$ cat src/rtl/btle_tx_bit_serializer_pkg.sv
// Shared types and framing constants for the BLE 1M transmit bit serializer.
// The preamble is chosen so that its last bit on air differs from access address bit 0.
package btle_tx_bit_serializer_pkg;

    typedef enum logic [2:0] {
        ST_IDLE,
        ST_PREAMBLE,
        ST_ACCESS_ADDR,
        ST_HEADER,
        ST_PAYLOAD
    } state_t;

    localparam logic [7:0] PREAMBLE_AA0 = 8'hAA;
    localparam logic [7:0] PREAMBLE_AA1 = 8'h55;

    localparam int PREAMBLE_BITS = 8;
    localparam int AA_BITS       = 32;
    localparam int HEADER_BITS   = 16;
    localparam int HEADER_BYTES  = HEADER_BITS / 8;

    function automatic logic [7:0] preamble_for(input logic aa_bit0);
        return aa_bit0 ? PREAMBLE_AA1 : PREAMBLE_AA0;
    endfunction

endpackage

$ cat src/rtl/btle_tx_bit_serializer_symbol_tick.sv
// Symbol slot counter: one-cycle tick every SAMPLE_PER_SYMBOL clocks.
// Restarting on an accepted start aligns the slot grid to the packet's first bit.
module btle_symbol_tick #(
    parameter int SAMPLE_PER_SYMBOL = 8
) (
    input  logic clk,
    input  logic rst,
    input  logic restart,
    output logic tick
);
    localparam int CW = (SAMPLE_PER_SYMBOL > 1) ? $clog2(SAMPLE_PER_SYMBOL) : 1;
    localparam logic [CW-1:0] LAST = CW'(SAMPLE_PER_SYMBOL - 1);

    logic [CW-1:0] cnt;

    assign tick = (cnt == LAST);

    always_ff @(posedge clk or posedge rst) begin
        if (rst) begin
            cnt <= '0;
        end else if (restart || tick) begin
            cnt <= '0;
        end else begin
            cnt <= cnt + CW'(1);
        end
    end

endmodule

$ cat src/rtl/btle_tx_bit_serializer.sv
// BLE 1M transmit bit serializer: preamble, access address, then PDU bytes, LSB first.
// state          | meaning
// ST_IDLE        | waiting for start (busy stays high one cycle after the last bit)
// ST_PREAMBLE    | 8 preamble bits, first one emitted on the accepting edge
// ST_ACCESS_ADDR | 32 access address bits
// ST_HEADER      | first two PDU bytes from the byte buffer
// ST_PAYLOAD     | len payload bytes from the byte buffer
module btle_tx_bit_serializer
    import btle_tx_bit_serializer_pkg::*;
#(
    parameter int SAMPLE_PER_SYMBOL = 8
) (
    input  logic        clk,
    input  logic        rst,
    input  logic        start,
    input  logic [31:0] access_address,
    input  logic [7:0]  byte_in,
    input  logic        byte_in_valid,
    output logic        byte_in_ready,
    output logic        bit_out,
    output logic        bit_out_valid,
    output logic        bit_out_valid_last,
    output logic        busy,
    output logic        underrun
);
    state_t      state;
    logic [31:0] aa_reg;
    logic [4:0]  pos;
    logic [2:0]  bit_idx;
    logic [7:0]  buf_data;
    logic [7:0]  sh_data;
    logic [7:0]  len;
    logic        buf_full;
    logic        sh_valid;
    logic        len_known;
    logic [8:0]  bytes_acc;
    logic [8:0]  bytes_sent;

    logic        tick;
    logic        accept;
    logic        xfer;
    logic        pdu_slot;
    logic        have_bit;
    logic        cur_bit;
    logic        emit;
    logic        byte_done;
    logic        pdu_done;
    logic [8:0]  byte_limit;
    logic [7:0]  pre_start;
    logic [7:0]  pre_reg;

    btle_symbol_tick #(.SAMPLE_PER_SYMBOL(SAMPLE_PER_SYMBOL)) u_tick (
        .clk     (clk),
        .rst     (rst),
        .restart (accept),
        .tick    (tick)
    );

    assign accept        = start && !busy;
    assign byte_limit    = len_known ? 9'(HEADER_BYTES) + {1'b0, len} : 9'(HEADER_BYTES);
    assign byte_in_ready = busy && !buf_full && (bytes_acc < byte_limit);
    assign xfer          = byte_in_valid && byte_in_ready;

    // A byte still sitting in the holding register can be emitted directly after an underrun.
    assign have_bit  = sh_valid || buf_full;
    assign cur_bit   = sh_valid ? sh_data[bit_idx] : buf_data[bit_idx];
    assign pdu_slot  = tick && ((state == ST_HEADER) || (state == ST_PAYLOAD));
    assign emit      = pdu_slot && have_bit;
    assign byte_done = emit && (bit_idx == 3'd7);
    assign pdu_done  = byte_done && ((bytes_sent + 9'd1) == (9'(HEADER_BYTES) + {1'b0, len}));
    assign pre_start = preamble_for(access_address[0]);
    assign pre_reg   = preamble_for(aa_reg[0]);

    always_ff @(posedge clk or posedge rst) begin
        if (rst) begin
            buf_data   <= '0;
            buf_full   <= 1'b0;
            sh_data    <= '0;
            sh_valid   <= 1'b0;
            bit_idx    <= '0;
            len        <= '0;
            len_known  <= 1'b0;
            bytes_acc  <= '0;
            bytes_sent <= '0;
        end else if (accept) begin
            buf_full   <= 1'b0;
            sh_valid   <= 1'b0;
            bit_idx    <= '0;
            len        <= '0;
            len_known  <= 1'b0;
            bytes_acc  <= '0;
            bytes_sent <= '0;
        end else begin
            if (xfer) begin
                buf_data  <= byte_in;
                buf_full  <= 1'b1;
                bytes_acc <= bytes_acc + 9'd1;
                if (bytes_acc == 9'd1) begin
                    len       <= byte_in;
                    len_known <= 1'b1;
                end
            end
            if (emit) begin
                bit_idx <= bit_idx + 3'd1;
                if (!sh_valid) begin
                    sh_data  <= buf_data;
                    sh_valid <= 1'b1;
                    buf_full <= 1'b0;
                end else if (byte_done) begin
                    bytes_sent <= bytes_sent + 9'd1;
                    if (buf_full) begin
                        sh_data  <= buf_data;
                        buf_full <= 1'b0;
                    end else begin
                        sh_valid <= 1'b0;
                    end
                end
            end else if (!sh_valid && buf_full) begin
                sh_data  <= buf_data;
                sh_valid <= 1'b1;
                buf_full <= 1'b0;
            end
        end
    end

    always_ff @(posedge clk or posedge rst) begin
        if (rst) begin
            state              <= ST_IDLE;
            aa_reg             <= '0;
            pos                <= '0;
            bit_out            <= 1'b0;
            bit_out_valid      <= 1'b0;
            bit_out_valid_last <= 1'b0;
            busy               <= 1'b0;
            underrun           <= 1'b0;
        end else begin
            bit_out_valid      <= 1'b0;
            bit_out_valid_last <= 1'b0;
            case (state)
                ST_IDLE: begin
                    if (bit_out_valid_last) begin
                        busy <= 1'b0;
                    end
                    if (accept) begin
                        aa_reg        <= access_address;
                        busy          <= 1'b1;
                        underrun      <= 1'b0;
                        bit_out       <= pre_start[0];
                        bit_out_valid <= 1'b1;
                        pos           <= 5'd1;
                        state         <= ST_PREAMBLE;
                    end
                end
                ST_PREAMBLE: begin
                    if (tick) begin
                        bit_out       <= pre_reg[pos[2:0]];
                        bit_out_valid <= 1'b1;
                        if (pos == 5'(PREAMBLE_BITS - 1)) begin
                            pos   <= '0;
                            state <= ST_ACCESS_ADDR;
                        end else begin
                            pos <= pos + 5'd1;
                        end
                    end
                end
                ST_ACCESS_ADDR: begin
                    if (tick) begin
                        bit_out       <= aa_reg[pos];
                        bit_out_valid <= 1'b1;
                        pos           <= pos + 5'd1;
                        if (pos == 5'(AA_BITS - 1)) begin
                            state <= ST_HEADER;
                        end
                    end
                end
                ST_HEADER, ST_PAYLOAD: begin
                    if (pdu_slot) begin
                        if (have_bit) begin
                            bit_out       <= cur_bit;
                            bit_out_valid <= 1'b1;
                            if (pdu_done) begin
                                bit_out_valid_last <= 1'b1;
                                state              <= ST_IDLE;
                            end else if (byte_done && (bytes_sent == 9'(HEADER_BYTES - 1))) begin
                                state <= ST_PAYLOAD;
                            end
                        end else begin
                            underrun <= 1'b1;
                        end
                    end
                end
                default: state <= ST_IDLE;
            endcase
        end
    end

endmodule

$ cat config.mk
export PLATFORM = sky130hd
export DESIGN_NAME = btle_tx_bit_serializer
export DESIGN_NICKNAME = d
export VERILOG_FILES = /design/src/rtl/btle_tx_bit_serializer_pkg.sv /design/src/rtl/btle_tx_bit_serializer_symbol_tick.sv /design/src/rtl/btle_tx_bit_serializer.sv
export SDC_FILE = /design/constraint.sdc
export NUM_CORES = 1
export LEC_CHECK = 0
export ABC_AREA = 1
export BUFFER_PORTS_ARGS = -buffer_cell sky130_fd_sc_hd__buf_2
export CAP_MARGIN = 40
export CORE_MARGIN = 2
export CORE_UTILIZATION = 67
export CTS_BUF_LIST = sky130_fd_sc_hd__clkbuf_4
export DETAILED_ROUTE_END_ITERATION = 8
export MAX_ROUTING_LAYER = met4
export PLACE_DENSITY = 0.89
export SYNTH_ARGS = -nofsm -noshare
export SYNTH_HDL_FRONTEND = slang
export SYNTH_HIERARCHICAL = 1
export SYNTH_SLANG_ARGS = --single-unit
$ cat constraint.sdc
create_clock -name clk -period 9.1 [get_ports clk]
set_input_delay 1.82 -clock clk [delete_from_list [all_inputs] [get_ports clk]]
set_output_delay 1.82 -clock clk [all_outputs]
set_load 0.02 [all_outputs]
==> impl_results.md, run 1 <==
- # setup viols final: 0
- Vias per cell: approximately 5.8
- TNS Setup: 0 ns
- Final min period: approximately 4.5 ns
- Synthesized flop and latch total: 96
- Hold_sp: u_tick/cnt[0]$_DFF_PP0_
- Largest net degree at the start of global routing: 54
- Worst r2r path cells: 13
- Status: finished clean
- Ports: 50
- Number of flip-flops in the largest register: 32
- Final nets: between 800 and 900
- Input/output buffers: 49
- Num Clock Sinks: 96
- Yosys cell types: 39
- # resized after CTS: 0
- Syn Std Cell Area: ~5400 um2
- Die Height: 93.5 um
- CTS tree: yes
- Worst hold slack: approximately 0.45 ns
- Clk pin slew, worst setup/hold paths: 0.16 ns
- Vias in the first global route: between 4000 and 5000
- Sequential element share of the synthesized area: 0.448
- Critical R2R Launch: len[1]$_DFFE_PP0P_
- Routed len/inst: 15.0 um
- Reg-to-reg setup timing slack: a little under 6 ns
- Post-Syn Instances: approximately 700
- Worst Hold Class: reg2reg
- Routed vias: 4936
- Final Hold Vio Count: 0
- Worst Hold Path EP: u_tick/cnt[0]$_DFF_PP0_
- Initial cell density of the core: 0.694
- Tightest Pin Transition: roughly 0.88 ns
- Relative slew slack: 0.413
- WL final: between 10000 and 15000 um
- H-tree Lvls: 3
- CP Data Arrival Time: roughly 2.7 ns
- Num CTS Buffers: 9
- Crit-path max cell delay: 0.47 ns
- Core Box Area: 7730 um2
- Clk buf depth: 2
- DP Wirelength: 9430 um
- Clk_skew: between 0.02 and 0.025 ns
- Worst setup EP type: output port
- Antenna violations before repair: 0
- Max Clock Freq: between 200 and 250 MHz
- 1st-iter DRT viols: between 400 and 500
- Antenna cells: 0
- P per Cell Area: approximately 120 nW/um2
- Syn_area_per_cell: 7.69 um2
- Min-Delay Path Depth: 1
- Post CTS Setup Buffer Count: 0
- R2R Path End: len[0]$_DFFE_PP0P_
- Area growth from synthesis to layout: 8.40%
- CP startpoint kind: register
- Slowest stage cell, crit path: dfrtp_1
- CP Max Fanout: 6
- Synth Warn #: 6
- Die area: approximately 9000 um2
- VDD IR max: 0.000103 V
- Antenna Nets Post-Route: 0
- CP cell instances: nand3_1, nor3_1, nand2_1, ha_1, a21oi_1, o21a_1, nand3_1, nor2_2, buf_2
- DRC viols: 0
- Global-route wire length before repair: around 21000 um
- Clk_lat worst skew: roughly 0.47 ns
- Overall Global Routing Usage: 0.322
- Most frequent cells in the layout: 207 x nand2_1, 96 x dfrtp_1, 74 x inv_1
- Hold Buf Count CTS: 0
- Placement Rows: 32
- RSZ-0062 raised after global routing: false
- Slew Viols, Final: 0
- DIE WIDTH: 93.5 um
- Commonest non-fill, non-tap cell in the layout: nand2_1
- Most common cell on crit path: nand3_1
- Worst setup path start: len[1]$_DFFE_PP0P_
- Max-Cap Viols: 0
- Worst EP required: 7.28 ns
- TritonRoute pass-1 iters: 5
- Remaining Overflow, GRT: 0
- Syn nets: roughly 760
- Layout cells sized above 1: 0.149
- GP Congestion: 0.948
- Final period utilization: 0.495
- Root Driver: clkbuf_4
- Critical path class: reg2out
- Leak pwr: around 0.003 uW
==> final cells by class <==
class                           instances  area [um2]
Fill cell                             568        1910
Clock inverter                          5        57.6
Clock buffer                           11        82.6
Multi-Input combinational cell        499        2550
Inverter                               84         317
Timing Repair Buffer                   51         280
Tap cell                              102         128
Sequential cell                        96        2400
==> report_power, final <==
part           switching, uW  internal, uW  leakage [uW]
logic                   11.9          8.02       0.00182
registers                  0           427       0.00117
clock network            143          89.4     0.0000691
total                    155           524       0.00305
==> cell usage after synthesis (all sizes together) <==
master / count / area share
nand2: 219 / 0.16
dfrtp: 96 / 0.45
inv: 83 / 0.058
o21ai: 74 / 0.075
nand3: 60 / 0.060
nor2: 47 / 0.039
a21oi: 24 / 0.022
ha: 19 / 0.044
o22ai: 13 / 0.015
clkbuf: 11 / 0.0077
nand4: 10 / 0.013
o211ai: 9 / 0.013
buf: 8 / 0.011
nor3: 8 / 0.0096
nor4: 4 / 0.0058
o31ai: 3 / 0.0042
nand3b: 2 / 0.0028
a211oi: 1 / 0.0014
a31oi: 1 / 0.0012
and3: 1 / 0.0012
clkinv: 1 / 0.00070
nor3b: 1 / 0.0014
o21a: 1 / 0.0014
xnor2: 1 / 0.0016
xor2: 1 / 0.0016
==> routing by layer <==
| layer | up-vias | wire (um) | GRT usage |
|---|---|---|---|
| met5 | - | 0 | - |
| met4 | 0 | 353 | 0.142 |
| met3 | 35 | 858 | 0.0427 |
| met2 | 203 | 6000 | 0.484 |
| met1 | 2315 | 5470 | 0.441 |
| li1 | 2383 | - | - |
==> worst max-delay path: cells and delay by family (launching register included) <==
kind,cells,cell delay (ns)
buffers and inverters,1,0.20
AO/OA/AOI/OAI,2,0.27
flip-flops,1,0.47
adder cells (fa/ha/maj),1,0.32
AND/OR/NAND/NOR,5,0.95
==> kinds of logic after synthesis <==
family,count (synthesis),share of synthesized area
fa+ha+maj,19,0.0443
xor+xnor,2,0.00327
simple gates,352,0.294
compound gates,126,0.134
buf+inv,103,0.0772
flops,96,0.448
==> metrics by stage <==
stage          std cells  cell area (um2)  total power [uW]  setup WS [ns]  utilization
5_1_grt              848             5820               701           4.41        0.753
3_5_place_dp         832             5680               455           4.96        0.734
4_1_cts              848             5820               680           4.60        0.753
3_3_place_gp         831             5650               453           5.10        0.731
6_report             848             5820               679           4.60        0.753
2_1_floorplan        698             5370               441           4.86            -
==> how the worst max path moves through the flow <==
stage	depth (start not counted)	end	slack, ns
global placement	10	pos[3]$_DFFE_PP0P_	5.10
detailed placement	10	pos[3]$_DFFE_PP0P_	4.96
CTS	12	byte_in_ready	4.60
global route	12	byte_in_ready	4.41
finish	9	byte_in_ready	4.60
floorplan	1	aa_reg[0]$_DFFE_PP0P_	4.86
Note: power is estimated with default switching activity, not from simulation.
==> run 2: changes to the inputs <==
- CORE_UTILIZATION: 67 -> 56
- PLACE_DENSITY: 0.89 -> 0.79
- clock period: 9.1 -> 3.94 ns (I/O delays scaled with it)
==> impl_results.md, run 2 (synthesized netlist as in run 1, its figures left out) <==
- Tot Pwr: roughly 1600 uW
- Layout cells sized above 1: 0.149
- CTS tree: yes
- Slew Viols, Final: 0
- VDD IR max: between 0.00015 and 0.0002 V
- GP Congestion: 0.902
- Number of fill cells in the layout: approximately 840
- Leak pwr: 0.00307 uW
- CP top delay family: simple AND/OR/NAND/NOR gates
- H-tree Lvls: 3
- Final min period: ~3.3 ns
- # resized after CTS: 0
- Root Driver: clkbuf_4
- Initial cell density of the core: 0.578
- Vias per cell: 5.42
- DRC viols: 0
- Most common cell on crit path: nand2_1
- Num CTS Buffers: 9
- Final instance area: a little under 6000 um2
- Most frequent cells in the layout: 207 x nand2_1, 96 x dfrtp_1, 74 x inv_1
- Remaining Overflow, GRT: 0
- Worst EP required: between 3 and 4 ns
- Largest net degree at the start of global routing: 94
- Max Clock Freq: ~300 MHz
- Placed cell count: ~860
- Final Hold Vio Count: 0
- Routed len/inst: 13.5 um
- Ports: 50
- Status: finished clean
- Number of flip-flops in the largest register: 32
- Final nets: roughly 800
- Placement Rows: 35
- Routed vias: between 4000 and 5000
- Clk_lat worst skew: around 0.45 ns
- Global-route wire length before repair: between 20000 and 25000 um
- Worst Hold Class: in2async
- Num Clock Sinks: between 90 and 100
- Core Box Area: slightly above 9000 um2
- TNS Setup: 0 ns
- TritonRoute pass-1 iters: 5
- Footprint of the multi-input gates: 2550 um2
- Layout Cells excl Fill: around 900
- DIE WIDTH: slightly above 100 um
- CP Data Arrival Time: 2.55 ns
- P per Cell Area: between 200 and 300 nW/um2
- Clk_skew: ~0.013 ns
- Input/output buffers: 49
- CP cell instances: ha_1, nand2_1, nor2_2, nand3_1, nand2_1, nand2_1, ha_1, nand2_1, o21a_1, nand3_1, nor2_2, buf_2
- Worst setup EP type: output port
- Tightest Pin Transition: 0.662 ns
- WL final: about 12000 um
- Commonest non-fill, non-tap cell in the layout: nand2_1
- Antenna violations before repair: 0
- Placed inst area: around 5700 um2
- Antenna cells: 0
- RSZ-0062 raised after global routing: false
- Die area: 10400 um2
- Overall Global Routing Usage: 0.254
- Final period utilization: 0.847
- Die Height: approximately 100 um
- # setup viols final: 0
- Critical path class: reg2out
- Slowest stage cell, crit path: dfrtp_1
- 1st-iter DRT viols: ~240
- Reg area: between 2000 and 2500 um2
- Vias in the first global route: 4494
- CP bufs+invs: 1
- Post CTS Setup Buffer Count: 0
- Area growth from synthesis to layout: 9.40%
- Hold Buf Count CTS: 0
- Final design utilization: 0.632
- Clk pin slew, worst setup/hold paths: roughly 0.15 ns
- CP startpoint kind: register
- Crit-path max cell delay: roughly 0.46 ns
- Antenna Nets Post-Route: 0
- Clk buf depth: 2
- CP Max Fanout: 6
- Max-Cap Viols: 0
- Relative slew slack: 0.559
- DP Wirelength: between 8000 and 9000 um
[run 2: worst register-to-register path, delay by kind of cell (launching register included)]
| kind | cells | cell delay, ns |
|---|---|---|
| AOI/OAI and AO/OA | 2 | 0.23 |
| and+or+nand+nor | 11 | 1.36 |
| DFF | 1 | 0.46 |
| adders and majority gates | 2 | 0.48 |
| buffers and inverters | 1 | 0.33 |
[run 2: worst paths after layout]
check,endpoint,slack (ns),cells past startpoint,startpoint
setup / recovery,byte_in_ready,0.60,12,len[1]$_DFFE_PP0P_
setup reg to reg,len[4]$_DFFE_PP0P_,0.99,16,len[1]$_DFFE_PP0P_
max in group asynchronous,bytes_sent[8]$_DFFE_PP0P_,3.11,3,rst
hold / removal,u_tick/cnt[0]$_DFF_PP0_,0.20,2,rst
min in group clk,u_tick/cnt[0]$_DFF_PP0_,0.44,1,u_tick/cnt[0]$_DFF_PP0_
hold reg to reg,u_tick/cnt[0]$_DFF_PP0_,0.44,1,u_tick/cnt[0]$_DFF_PP0_
[run 2: layout make-up]
type	count	share of cell area
clock buffer	10	0.0128
clock inverter	6	0.0158
timing repair buffer	51	0.0465
tap	129	0.0275
sequential	96	0.409
inverter	84	0.0539
multi-input combinational	499	0.434
[run 2: per-layer routing]
layer / track usage / share of wire
met1: 0.359 / 0.49
met2: 0.391 / 0.46
met3: 0.0376 / 0.037
met4: 0.0626 / 0.016
met5: - / 0
[run 2: per-stage QoR]
stage / hold WS, ns / setup WS [ns]
floorplan: 0.408 / 0.732
global placement: 0.418 / 1.18
detailed placement: 0.426 / 1.06
CTS: 0.194 / 0.604
global route: 0.192 / 0.304
finish: 0.196 / 0.604
[run 2: report_power, final]
| part | internal (uW) | switching (uW) | total (uW) | leakage, uW |
|---|---|---|---|---|
| sequential | 986 | 0 | 986 | 0.00117 |
| clock | 269 | 348 | 618 | 0.0000885 |
| combinational | 17.1 | 27.6 | 44.7 | 0.00182 |
| total | 1270 | 376 | 1650 | 0.00307 |
